<file path="src/rtl/fabric_instr_dispatcher.sv">
// Fabric row initiator: streams instruction words to rows, calls the touched rows, waits on ret.
// Optional WAIT-phase timeout enabled by defining FABRIC_DISPATCH_TIMEOUT_EN.
module fabric_instr_dispatcher #(
  parameter int ROWS             = 1,
  parameter int INSTR_ADDR_WIDTH = 6,
  parameter int INSTR_DATA_WIDTH = 32,
  parameter int INSTR_HOPS_WIDTH = 4,
  parameter int TIMEOUT_CYCLES   = 4096,
  localparam int ROW_W           = (ROWS > 1) ? $clog2(ROWS) : 1
) (
  input  logic                             clk,
  input  logic                             rst_n,
  input  logic                             cmd_valid,
  output logic                             cmd_ready,
  input  logic [ROW_W-1:0]                 cmd_row,
  input  logic [INSTR_HOPS_WIDTH-1:0]      cmd_hops,
  input  logic [INSTR_ADDR_WIDTH-1:0]      cmd_addr,
  input  logic [INSTR_DATA_WIDTH-1:0]      cmd_data,
  input  logic                             cmd_last,
  output logic [ROWS*INSTR_DATA_WIDTH-1:0] instr_data_out,
  output logic [ROWS*INSTR_ADDR_WIDTH-1:0] instr_addr_out,
  output logic [ROWS*INSTR_HOPS_WIDTH-1:0] instr_hops_out,
  output logic [ROWS-1:0]                  instr_en_out,
  output logic [ROWS-1:0]                  call,
  input  logic [ROWS-1:0]                  ret,
  output logic                             done_valid,
  output logic                             done_err,
  output logic                             busy
);

  localparam logic [1:0] S_LOAD = 2'd0;
  localparam logic [1:0] S_CALL = 2'd1;
  localparam logic [1:0] S_WAIT = 2'd2;
  localparam logic [1:0] S_DONE = 2'd3;

  logic [1:0]                  state_q, state_d;
  logic [ROWS-1:0]             mask_q, mask_d;
  logic [ROWS-1:0]             seen_q, seen_d;
  logic                        err_q, err_d;
  logic [ROWS-1:0]             en_q, en_d;
  logic [ROWS-1:0]             call_q, call_d;
  logic [INSTR_DATA_WIDTH-1:0] data_q [ROWS];
  logic [INSTR_DATA_WIDTH-1:0] data_d [ROWS];
  logic [INSTR_ADDR_WIDTH-1:0] addr_q [ROWS];
  logic [INSTR_ADDR_WIDTH-1:0] addr_d [ROWS];
  logic [INSTR_HOPS_WIDTH-1:0] hops_q [ROWS];
  logic [INSTR_HOPS_WIDTH-1:0] hops_d [ROWS];
  logic                        row_hit;
  logic                        wait_exit;

`ifdef FABRIC_DISPATCH_TIMEOUT_EN
  localparam int TW = $clog2(TIMEOUT_CYCLES + 1);
  logic [TW-1:0] tmo_q, tmo_d;
  logic          tmo_hit;
  assign tmo_hit = (tmo_q == TW'(TIMEOUT_CYCLES - 1));
`else
  logic unused_tmo;
  assign unused_tmo = ^TIMEOUT_CYCLES;
`endif

  assign cmd_ready  = (state_q == S_LOAD);
  assign busy       = (state_q != S_LOAD);
  assign done_valid = (state_q == S_DONE);
  assign done_err   = (state_q == S_DONE) & err_q;
  assign instr_en_out = en_q;
  assign call         = call_q;
  // Every row must have been seen busy at least once and be idle again.
  assign wait_exit  = (seen_q == mask_q) && ((ret & mask_q) == mask_q);

  always_comb begin
    for (int r = 0; r < ROWS; r++) begin
      instr_data_out[r*INSTR_DATA_WIDTH +: INSTR_DATA_WIDTH] = data_q[r];
      instr_addr_out[r*INSTR_ADDR_WIDTH +: INSTR_ADDR_WIDTH] = addr_q[r];
      instr_hops_out[r*INSTR_HOPS_WIDTH +: INSTR_HOPS_WIDTH] = hops_q[r];
    end
  end

  always_comb begin
    state_d = state_q;
    mask_d  = mask_q;
    seen_d  = seen_q;
    err_d   = err_q;
    en_d    = '0;
    call_d  = '0;
    data_d  = data_q;
    addr_d  = addr_q;
    hops_d  = hops_q;
    row_hit = 1'b0;
`ifdef FABRIC_DISPATCH_TIMEOUT_EN
    tmo_d   = tmo_q;
`endif
    case (state_q)
      S_LOAD: begin
        if (cmd_valid) begin
          for (int r = 0; r < ROWS; r++) begin
            if (32'(cmd_row) == r) begin
              row_hit   = 1'b1;
              en_d[r]   = 1'b1;
              mask_d[r] = 1'b1;
              data_d[r] = cmd_data;
              addr_d[r] = cmd_addr;
              hops_d[r] = cmd_hops;
            end
          end
          if (!row_hit) err_d = 1'b1;
          if (cmd_last) begin
            if (mask_d == '0) begin
              err_d   = 1'b1;
              state_d = S_DONE;
            end else begin
              state_d = S_CALL;
            end
          end
        end
      end
      S_CALL: begin
        call_d  = mask_q;
        seen_d  = seen_q | (mask_q & ~ret);
        state_d = S_WAIT;
`ifdef FABRIC_DISPATCH_TIMEOUT_EN
        tmo_d   = '0;
`endif
      end
      S_WAIT: begin
        seen_d = seen_q | (mask_q & ~ret);
        if (wait_exit) begin
          state_d = S_DONE;
        end
`ifdef FABRIC_DISPATCH_TIMEOUT_EN
        else if (tmo_hit) begin
          err_d   = 1'b1;
          state_d = S_DONE;
        end else begin
          tmo_d = tmo_q + 1'b1;
        end
`endif
      end
      default: begin
        mask_d  = '0;
        seen_d  = '0;
        err_d   = 1'b0;
        state_d = S_LOAD;
      end
    endcase
  end

  always_ff @(posedge clk or negedge rst_n) begin
    if (!rst_n) begin
      state_q <= S_LOAD;
      mask_q  <= '0;
      seen_q  <= '0;
      err_q   <= 1'b0;
      en_q    <= '0;
      call_q  <= '0;
      for (int r = 0; r < ROWS; r++) begin
        data_q[r] <= '0;
        addr_q[r] <= '0;
        hops_q[r] <= '0;
      end
    end else begin
      state_q <= state_d;
      mask_q  <= mask_d;
      seen_q  <= seen_d;
      err_q   <= err_d;
      en_q    <= en_d;
      call_q  <= call_d;
      data_q  <= data_d;
      addr_q  <= addr_d;
      hops_q  <= hops_d;
    end
  end

`ifdef FABRIC_DISPATCH_TIMEOUT_EN
  always_ff @(posedge clk or negedge rst_n) begin
    if (!rst_n) tmo_q <= '0;
    else        tmo_q <= tmo_d;
  end
`endif

endmodule

</file>
<file path="config.mk">
export PLATFORM = sky130hd
export DESIGN_NAME = fabric_instr_dispatcher
export DESIGN_NICKNAME = d
export VERILOG_FILES = /design/src/rtl/fabric_instr_dispatcher.sv
export SDC_FILE = /design/constraint.sdc
export NUM_CORES = 1
export LEC_CHECK = 0
export ABC_AREA = 1
export CAP_MARGIN = 30
export CELL_PAD_IN_SITES_DETAIL_PLACEMENT = 1
export CELL_PAD_IN_SITES_GLOBAL_PLACEMENT = 1
export CORE_MARGIN = 2
export CORE_UTILIZATION = 26
export DETAILED_ROUTE_END_ITERATION = 8
export GPL_ROUTABILITY_DRIVEN = 0
export PLACE_DENSITY = 0.72
export SLEW_MARGIN = 20
export SYNTH_ARGS = -nofsm -noshare
export SYNTH_HDL_FRONTEND = slang
export SYNTH_SLANG_ARGS = --single-unit
</file>
<file path="constraint.sdc">
create_clock -name clk -period 1.2 [get_ports clk]
set_input_delay 0.12 -clock clk [delete_from_list [all_inputs] [get_ports clk]]
set_output_delay 0.12 -clock clk [all_outputs]
set_load 0.03 [all_outputs]
</file>
==> parameters.txt <==
Parameter                              Value

Run status
  Run status    finished with violations
  Violations in the final reports    negative setup slack

GRT
  Global-route track usage on met1    19.2%
  Vias in the first global route    2018
  GRT Resource Usage Total    15.3%
  Initial antenna violation count    0
  Most congested layer reported by global routing    met2
  GR Overflow Total    0
  GRT met3 Usage    3.78%
  Pin count of the biggest net entering global routing    50
  Met2 Track Usage GR    26.7%
  Global-route wire length before repair    10.2 mm

Floorplan
  Initial core utilization    26.5%
  Row Count    32
  Horiz. Die Dim    92.2 µm
  Die height    92.2 µm
  CORE AREA    7650 µm²
  IO Pins    96
  Overall die area    8510 µm²

STA
  Slew at the pin closest to its max-slew limit    307 ps
  Max frequency    728 MHz
  Max-slew violation count    0
  Share of the cycle needed by the critical path after routing    115%
  Final setup margin    -174 ps
  Rel. slew slack    79.6%
  Endpoints failing hold    0
  TNS Setup    -5680 ps
  Maximum clock skew at final layout    6.27 ps
  Number of endpoints failing setup at the final stage    50
  Minimum period implied by the final worst setup slack    1370 ps
  Unrepaired setup endpoints after global routing    yes

Finish
  P&R area growth vs syn    86.5%
  Number of antenna repair diodes    0
  Layout cells sized above 1    41.3%
  Post-route cell area    3770 µm²
  Post-layout net count    404
  Footprint of the multi-input gates    1010 µm²
  Filler Cells Inserted    865
  Post-layout utilization of the core    49.4%
  Sequential Area    1230 µm²
  Final non-filler cell total    453

Logic synthesis
  Cell accounting for the most synthesized area    sky130_fd_sc_hd__dfrtp_1
  Post-Syn Area per Cell    8.80 µm²
  Portion of synthesized cell area occupied by the leading cell type    60.6%
  Area share of xor/xnor cells in the synthesized design    0%
  Share of synthesized area spent on multiplexers    0%
  Count of different cell masters after synthesis    18
  Sequential element share of the synthesized area    60.6%
  Flop and latch count out of synthesis    49
  Ranking of synthesized cells by area    sky130_fd_sc_hd__dfrtp_1, sky130_fd_sc_hd__nand2_1, sky130_fd_sc_hd__ha_1, sky130_fd_sc_hd__buf_6, sky130_fd_sc_hd__inv_1
  Number of instances in the synthesized netlist    230
  Main combinational cell family by area after synthesis    simple AND/OR/NAND/NOR gates
  Area share of fa/ha/maj cells after synthesis    3.71%
  Synthesized-area fraction occupied by ao, oa, aoi and oai cells    1.79%
  Area fraction in and, or, nand and nor cells after synthesis    28.4%
  Number of warnings issued by yosys    0
  Post-Syn Nets    284
  Summed instance area of the synthesized netlist    2020 µm²

Worst setup path
  Biggest cell delay along the critical path    390 ps
  Critical path class    reg2reg
  Worst path top cell family by delay    flip-flops
  Setup crit start    state_q[0]$_DFFE_PN0P_
  Cell type of the slowest stage on the worst timing path    sky130_fd_sc_hd__dfrtp_1
  Required @ worst endpoint    1390 ps
  Startpoint of the most critical register-to-register path    state_q[0]$_DFFE_PN0P_
  Critical Path Start Type    flop
  Worst Setup End Kind    flop
  Cell-by-cell listing of the critical path    buf_6, inv_6, ha_4, buf_6, nand2_1, nand2_1, inv_2, nand2_2, nand2_1, nand2_1
  Max Fanout on Critical Path    4
  Number of buffers and inverters on the critical path    4
  Crit path top cell by count    sky130_fd_sc_hd__nand2_1
  CP arrival    1570 ps

Placement
  Count of buffers from port buffering    95
  Final HPWL DP    4.00 mm
  Placed insts    429
  Total cell area at the placement stage    3210 µm²

CTS
  Num CTS Buffers    5
  Clock-pin slew on the worst setup and hold paths    100 ps
  Number of clock sinks    49
  Clock latency at the later pin of the worst-skew pair    300 ps
  Maximum level of the CTS H-tree    2
  Number of buffers on the longest clock path    2
  Root buffer selected by CTS    sky130_fd_sc_hd__clkbuf_8
  Clock tree from TritonCTS    built

Routing
  DR vias    1952
  Average wire per cell in the routed design    14.8 µm
  Total length of routed wires    6.70 mm
  Pre-antenna DRT Iters    4
  Remaining antenna violation count    0
  First DRT Iteration DRCs    56
  Post-DR vias/cell    4.31
  Number of design rule violations left after detail routing    0

Worst hold path
  Startpoint of the most critical hold path    cmd_data[22]
  Min-delay worst type    in2reg

Pwr
  Overall power after layout    9.65 mW
  Largest vdd supply drop    1120 µV
  Static Leakage    1.96 nW
  PwrDens    2560 nW/µm²

Flow run
  Max_cap viols    0
[worst min-delay path: cells and delay by family]
| kind | cells | cell delay (ps) |
|---|---|---|
| simple gates | 2 | 100 |
| buf+inv | 1 | 390 |
[per-layer routing]
layer | up-vias | wire length [µm] | share of wire, %
met2 | 55 | 3550 | 53
met5 | - | 0 | 0
met4 | 0 | 42 | 0.63
met3 | 4 | 315 | 4.7
li1 | 937 | - | -
met1 | 956 | 2800 | 42
[registers in the layout (all words and copies together), names as in the netlist]
register and cells:
instr_data_out 32, instr_addr_out 6, instr_hops_out 4, state_q 2, call 1, err_q 1, instr_en_out 1, mask_q 1
seen_q 1
[synthesized netlist by cell type (all sizes together)]
cell type / instances
nor2: 3
o21ai: 1
or2: 1
ha: 6
nand3: 5
inv: 12
buf: 8
a21oi: 3
nand2: 139
o22a: 1
o21bai: 1
dfrtp: 49
nor3: 1
[area by class of cell]
type	count	share of cell area [%]
Timing Repair Buffer	121	32.4
Clock inverter	3	1.23
Inverter	12	1.76
Clock buffer	5	1.82
Multi-Input combinational cell	161	26.9
Sequential cell	49	32.5
Tap cell	102	3.38
[worst paths after layout]
check	depth (start not counted)	slack, ps	endpoint
max in group asynchronous	3	600	instr_data_out[15]$_DFFE_PN0P_
worst max-delay path	10	-170	state_q[0]$_DFFE_PN0P_
min in group asynchronous	3	370	err_q$_DFFE_PN0P_
worst min-delay path	3	350	instr_data_out[22]$_DFFE_PN0P_
worst min register to register	2	490	instr_data_out[30]$_DFFE_PN0P_
worst max register to register	10	-170	state_q[0]$_DFFE_PN0P_
[layout by cell type (no fill, tap or decap), types with 2 or more instances in the layout]
master / Yosys / layout
sky130_fd_sc_hd__nand2_2: 1 / 41
sky130_fd_sc_hd__buf_6: 4 / 8
sky130_fd_sc_hd__nor2_2: 1 / 2
sky130_fd_sc_hd__dlygate4sd2_1: 0 / 2
sky130_fd_sc_hd__nand3_1: 5 / 3
sky130_fd_sc_hd__clkbuf_8: 0 / 5
sky130_fd_sc_hd__buf_12: 0 / 9
sky130_fd_sc_hd__clkbuf_16: 0 / 3
sky130_fd_sc_hd__inv_2: 3 / 6
sky130_fd_sc_hd__ha_1: 6 / 3
sky130_fd_sc_hd__clkdlybuf4s15_1: 0 / 14
sky130_fd_sc_hd__dfrtp_1: 49 / 49
sky130_fd_sc_hd__nand2_1: 138 / 80
sky130_fd_sc_hd__a21oi_4: 0 / 2
sky130_fd_sc_hd__nand2_4: 0 / 17
sky130_fd_sc_hd__clkbuf_2: 0 / 25
sky130_fd_sc_hd__inv_1: 8 / 4
sky130_fd_sc_hd__clkdlybuf4s50_1: 0 / 46
sky130_fd_sc_hd__ha_4: 0 / 3
sky130_fd_sc_hd__buf_4: 0 / 9
sky130_fd_sc_hd__nand3_2: 0 / 2
[report_power, final]
group | leakage, nW | switching (mW) | internal (mW)
combinational | 1.29 | 3.37 | 2.23
clock | 0.0543 | 0.581 | 0.625
sequential | 0.615 | 0.448 | 2.40
total | 1.96 | 4.39 | 5.26
[through the flow]
stage | hold slack, ps | setup WS, ps
after floorplan | -176 | -10.5
after global placement | 128 | -102
after detailed placement | 135 | -164
after CTS | 335 | -201
after global routing | 334 | -237
final | 348 | -174
[what timing repair did]
| item | CTS | global route |
|---|---|---|
| setup endpoints to repair | 92 | 91 |
| gates resized for setup | 80 | 139 |
| pin swaps | 4 | 30 |
| endpoints found under the hold margin | 49 | 0 |
| setup buffers | 8 | 4 |
| cloned | 3 | 3 |
| hold buffers | 1 | 0 |
[logic make-up after synthesis]
kind of cell / count (synthesis)
AO/OA/AOI/OAI: 6
adder cells (fa/ha/maj): 6
buffers and inverters: 20
flip-flops: 49
AND/OR/NAND/NOR: 149
Power figures use the tool's default switching activity.
